[src/rtl/rcu_pll_seq.sv]
// PLL lock sequencer and core-reset conditioner for the reset and clock unit.
// Waits a programmable lock time after any PLL (re)configuration, then hands the core mux to the PLL.
module rcu_pll_seq #(
    parameter int RST_HOLD   = 8,
    parameter int LOCK_WIDTH = 16
) (
    input  logic                  clk_i,
    input  logic                  rst_n_i,
    input  logic                  wdt_rst_n_i,
    input  logic                  pll_en_i,
    input  logic [2:0]            clk_cfg_i,
    input  logic [4:0]            core_sel_i,
    input  logic [LOCK_WIDTH-1:0] lock_cyc_i,
    input  logic                  sel_ack_i,
    output logic                  sel_pll_o,
    output logic                  pll_strb_o,
    output logic                  busy_o,
    output logic                  core_rst_n_o
);

    typedef enum logic [2:0] {
        ST_IDLE,
        ST_LOCK,
        ST_SWITCH,
        ST_RUN,
        ST_BYPASS
    } state_t;

    localparam logic [7:0] HOLD_LAST = 8'(RST_HOLD - 1);

    state_t                state_reg, state_next;
    logic [LOCK_WIDTH-1:0] cnt_reg, cnt_next;
    logic [8:0]            cfg_reg;
    logic [8:0]            cfg_cur;
    logic [LOCK_WIDTH-1:0] lock_load;
    logic                  changed;
    logic                  sel_pll_reg, sel_pll_next;
    logic                  strb_reg, strb_next;
    logic                  busy_reg, busy_next;

    assign cfg_cur   = {pll_en_i, clk_cfg_i, core_sel_i};
    assign changed   = (cfg_cur != cfg_reg);
    // A zero lock time would never expire on the ==1 check, so clamp it to one cycle
    assign lock_load = (lock_cyc_i == '0) ? LOCK_WIDTH'(1) : lock_cyc_i;

    always_ff @(posedge clk_i or negedge rst_n_i) begin
        if (!rst_n_i) begin
            state_reg   <= ST_IDLE;
            cnt_reg     <= '0;
            cfg_reg     <= '0;
            sel_pll_reg <= 1'b0;
            strb_reg    <= 1'b0;
            busy_reg    <= 1'b0;
        end else begin
            state_reg   <= state_next;
            cnt_reg     <= cnt_next;
            cfg_reg     <= cfg_cur;
            sel_pll_reg <= sel_pll_next;
            strb_reg    <= strb_next;
            busy_reg    <= busy_next;
        end
    end

    always_comb begin
        state_next = state_reg;
        cnt_next   = cnt_reg;
        case (state_reg)
            ST_IDLE: begin
                if (pll_en_i) begin
                    state_next = ST_LOCK;
                    cnt_next   = lock_load;
                end
            end
            ST_LOCK: begin
                if (!pll_en_i) begin
                    state_next = ST_IDLE;
                end else if (changed) begin
                    cnt_next = lock_load;
                end else if (cnt_reg == LOCK_WIDTH'(1)) begin
                    state_next = ST_SWITCH;
                end else begin
                    cnt_next = cnt_reg - LOCK_WIDTH'(1);
                end
            end
            ST_SWITCH: begin
                if (!pll_en_i || changed) begin
                    state_next = ST_BYPASS;
                end else if (sel_ack_i) begin
                    state_next = ST_RUN;
                end
            end
            ST_RUN: begin
                if (!pll_en_i || changed) begin
                    state_next = ST_BYPASS;
                end
            end
            ST_BYPASS: begin
                // Stay here until the mux confirms it is back on HFOSC
                if (!sel_ack_i) begin
                    if (pll_en_i) begin
                        state_next = ST_LOCK;
                        cnt_next   = lock_load;
                    end else begin
                        state_next = ST_IDLE;
                    end
                end
            end
            default: state_next = ST_IDLE;
        endcase
    end

    always_comb begin
        sel_pll_next = 1'b0;
        strb_next    = 1'b0;
        busy_next    = 1'b0;
        case (state_next)
            ST_LOCK:   busy_next = 1'b1;
            ST_SWITCH: begin
                sel_pll_next = 1'b1;
                busy_next    = 1'b1;
            end
            ST_RUN: begin
                sel_pll_next = 1'b1;
                strb_next    = 1'b1;
            end
            ST_BYPASS: busy_next = 1'b1;
            default:   ;
        endcase
    end

    assign sel_pll_o  = sel_pll_reg;
    assign pll_strb_o = strb_reg;
    assign busy_o     = busy_reg;

    // Core reset: asserted asynchronously by either source, released after sync + hold count
    logic       core_arst_n;
    logic [1:0] rst_sync_reg;
    logic [7:0] hold_cnt_reg;
    logic       core_rst_n_reg;

    assign core_arst_n = rst_n_i & wdt_rst_n_i;

    always_ff @(posedge clk_i or negedge core_arst_n) begin
        if (!core_arst_n) begin
            rst_sync_reg   <= 2'b00;
            hold_cnt_reg   <= 8'd0;
            core_rst_n_reg <= 1'b0;
        end else begin
            rst_sync_reg <= {rst_sync_reg[0], 1'b1};
            if (rst_sync_reg[1] && !core_rst_n_reg) begin
                if (hold_cnt_reg == HOLD_LAST) begin
                    core_rst_n_reg <= 1'b1;
                end else begin
                    hold_cnt_reg <= hold_cnt_reg + 8'd1;
                end
            end
        end
    end

    assign core_rst_n_o = core_rst_n_reg;

endmodule

[config.mk]
export PLATFORM = sky130hd
export DESIGN_NAME = rcu_pll_seq
export DESIGN_NICKNAME = d
export VERILOG_FILES = /design/src/rtl/rcu_pll_seq.sv
export SDC_FILE = /design/constraint.sdc
export NUM_CORES = 1
export LEC_CHECK = 0
export BUFFER_PORTS_ARGS = -buffer_cell sky130_fd_sc_hd__buf_2
export CORE_ASPECT_RATIO = 1.4
export CORE_MARGIN = 3
export CORE_UTILIZATION = 45
export CTS_CLUSTER_SIZE = 8
export DETAILED_ROUTE_END_ITERATION = 8
export GPL_TIMING_DRIVEN = 1
export PLACE_DENSITY = 0.65
export SKIP_LAST_GASP = 1
export SLEW_MARGIN = 25
export SYNTH_ARGS = -nofsm -noshare
export SYNTH_HDL_FRONTEND = slang
export SYNTH_SLANG_ARGS = --single-unit
[constraint.sdc]
create_clock -name clk_i -period 5.2 [get_ports clk_i]
set_input_delay 0.78 -clock clk_i [delete_from_list [all_inputs] [get_ports clk_i]]
set_output_delay 0.78 -clock clk_i [all_outputs]
set_load 0.005 [all_outputs]
==> flow_summary.ini <==
[route]
wl_um = 4600
vias = 1730
antenna_left = 0
avgViaCountPerCell = 5.51
initialDrtViolationCount = 75
drt_pass1_iterations = 6
drc = 0
wire_per_inst_um = 14.7

[global_routing]
overflow = 0
grt_pass1_vias = 1640
antenna_found_initial = 0
grt_util_all_layers_pct = 18.1
grt_first_pass_wirelength_um = 7920
grt_max_degree = 33

[synthesis]
syn_nets = 251
synth_fa_ha_area_share_pct = 1.72
synth_top_family_by_area = simple AND/OR/NAND/NOR gates
synth_cells = 219
synth.distinct_cells = 50
ys_seq_elements = 42
syn_area_um2 = 2180
synth_edf_count = 0
synthMostInstantiatedCell = dfrtp_1
yosysWarnings = 0
yosys-top-cells-count = dfrtp_1, o21ai_0, a21oi_1, nor2_1, nand2_1
avgSynthCellArea_um2 = 9.95
synthArstFlopShare_pct = 100
yosys.area.top_type = dfrtp_1
synthTopCellsByArea = dfrtp_1, o21ai_0, a21oi_1, xor2_1, xnor2_1
synthMuxAreaShare_pct = 0.976
yosysTopAreaCellShare_pct = 48.2
synth-compound-area-share_pct = 17.6
yosys.area_share.simple_pct = 21.9
synth_xor_area_share_pct = 6.43
synth_flop_cell = dfrtp_1
ys_seq_area_share_pct = 48.2

[sta]
timing.final.crit_share_pct = 47.6
fin_hold_ws_ns = 0.356
finalMaxSlewViolations = 0
worst_slew_pin_slew_ns = 0.790
finalHoldViolCount = 0
maxSlewHeadroom_pct = 47.4
post-route-min-period_ns = 2.47
finalClockSkew_ns = 0.00702
rsz0062_at_grt = no
final.setup.tns_ns = 0
finalSetupViolations = 0
timing.fmax_mhz = 404

[cells_and_area]
layout-drive-gt1-share_pct = 21.4
syn_to_final_growth_pct = 15.2
fin_nets = 283
fillers = 439
multi_input_area_um2 = 1060
diodes = 0
final_cells = 314
largest_register_ff_count = 16
final-seq-area_um2 = 1050

[place]
gp_congestion = 0.815
hpwl_um = 3310
port_buffers = 32
place_inst = 306

[setup_path]
max_stage_delay_ns = 0.75
critical_path_required_ns = 5.43
crit_slowest_cell = and3_1
crit_chain = buf_2 > xor2_1 > nor4_2 > and3_1 > and4b_1 > a21oi_1 > o21ai_0
worstPathArrival_ns = 2.70
crit_type = input port to register
cp-end-kind = register
path_delay_family = simple AND/OR/NAND/NOR gates
crit_buf_inv = 1
path_max_fanout = 25
cp-start-kind = input port

[power]
power.density_nw_per_um2 = 342
p_leak_nw = 1.06
vdd_drop_max_uv = 227

[die]
core_region_area_um2 = 4610
start_util_pct = 47.3
num_rows = 29
die_w_um = 64.8
dieArea_um2 = 5720
io_pins = 33
die-height_um = 88.3

[cts]
post_cts_buffers = 0
cts_max_path_buffers = 2
postCtsHoldBufs = 0
cts_inserted_buffers = 5
insertion_delay_ns = 0.30
clkTransAtPathRegs_ns = 0.09
cts_sinks = 42
cts_root_buf = clkbuf_8
cts_tree = yes
ctsResizeCount = 0
ctsHtreeMaxLevel = 2

[worst_hold_path]
hold_path_class = register to register

[status]
status = finished, final reports clean

[run]
drv_cap = 0
## cells by family (layout without fill, tap and decap cells)
family,count (synthesis),after routing
XOR/XNOR,16,16
multiplexers,2,2
AO/OA/AOI/OAI,60,60
AND/OR/NAND/NOR,83,83
other,1,1
buffers and inverters,12,45
adder cells (fa/ha/maj),3,3
flip-flops,42,42
## metal layers
layer / vias up / part of all wire, % / GRT usage, %
met5: - / 0 / 0
met4: 0 / 1.5 / 7.31
met3: 6 / 3.8 / 4.07
met2: 35 / 50 / 29.8
met1: 828 / 45 / 23.2
li1: 861 / - / -
## per-stage QoR
stage | setup slack (ns) | area [um2] | utilization, % | power (W)
CTS | 2.75 | 2510 | 54.4 | 0.000866
detailed placement | 2.42 | 2370 | 51.5 | 0.000552
global route | 2.50 | 2510 | 54.4 | 0.000908
floorplan | 2.99 | 2180 | - | 0.000503
finish | 2.73 | 2510 | 54.4 | 0.000859
global placement | 2.48 | 2370 | 51.5 | 0.000547
## power breakdown
group / leakage, nW / total (W) / internal [W] / switching, W
sequential: 0.511 / 0.000416 / 0.000371 / 0.0000454
combinational: 0.482 / 0.000128 / 0.0000631 / 0.0000646
clock: 0.0683 / 0.000315 / 0.000192 / 0.000122
total: 1.06 / 0.000859 / 0.000626 / 0.000232
## area by class of cell
class	instances	area share, %
clock buffers	5	2.74
clock inverters	3	2.74
inverters	5	0.748
multi-input cells	165	42.4
flip-flops and latches	42	41.9
well taps	62	3.09
repair buffers	32	6.38
## cells in the final DEF (no fill, tap or decap), types with 2 or more instances in the layout
| cell | synthesis | final |
|---|---|---|
| dfrtp_1 | 42 | 42 |
| buf_2 | 2 | 32 |
| o21ai_0 | 20 | 20 |
| a21oi_1 | 18 | 18 |
| nor2_1 | 15 | 15 |
| nand2_1 | 14 | 14 |
| nand3_1 | 10 | 10 |
| xor2_1 | 9 | 9 |
| nor4_1 | 9 | 9 |
| xnor2_1 | 7 | 7 |
| inv_1 | 5 | 5 |
| nor3_1 | 5 | 5 |
| clkbuf_8 | 0 | 5 |
| and3_1 | 4 | 4 |
| o2bb2ai_1 | 4 | 4 |
| nor2b_1 | 3 | 3 |
| nor4_2 | 3 | 3 |
| and2_1 | 3 | 3 |
| a22oi_2 | 3 | 3 |
| ha_1 | 3 | 3 |
| and3b_1 | 2 | 2 |
| or4_4 | 2 | 2 |
| or2_1 | 2 | 2 |
| nor3b_1 | 2 | 2 |
| a31oi_1 | 2 | 2 |
| a31o_2 | 2 | 2 |
| nand4_1 | 2 | 2 |
| bufinv_16 | 0 | 2 |
## worst paths after layout
path | start | endpoint | slack, ns | cells past startpoint
max in group asynchronous | rst_n_i | hold_cnt_reg[7] | 3.75 | 2
worst min register to register | rst_sync_reg[0] | rst_sync_reg[1] | 0.36 | 0
min in group asynchronous | wdt_rst_n_i | core_rst_n_o | 0.51 | 2
worst max register to register | state_reg[2] | cnt_reg[13] | 2.76 | 6
worst max-delay path | core_sel_i[0] | cnt_reg[13] | 2.73 | 7
worst min-delay path | rst_sync_reg[0] | rst_sync_reg[1] | 0.36 | 0
Note: power is estimated with default switching activity, not from simulation.
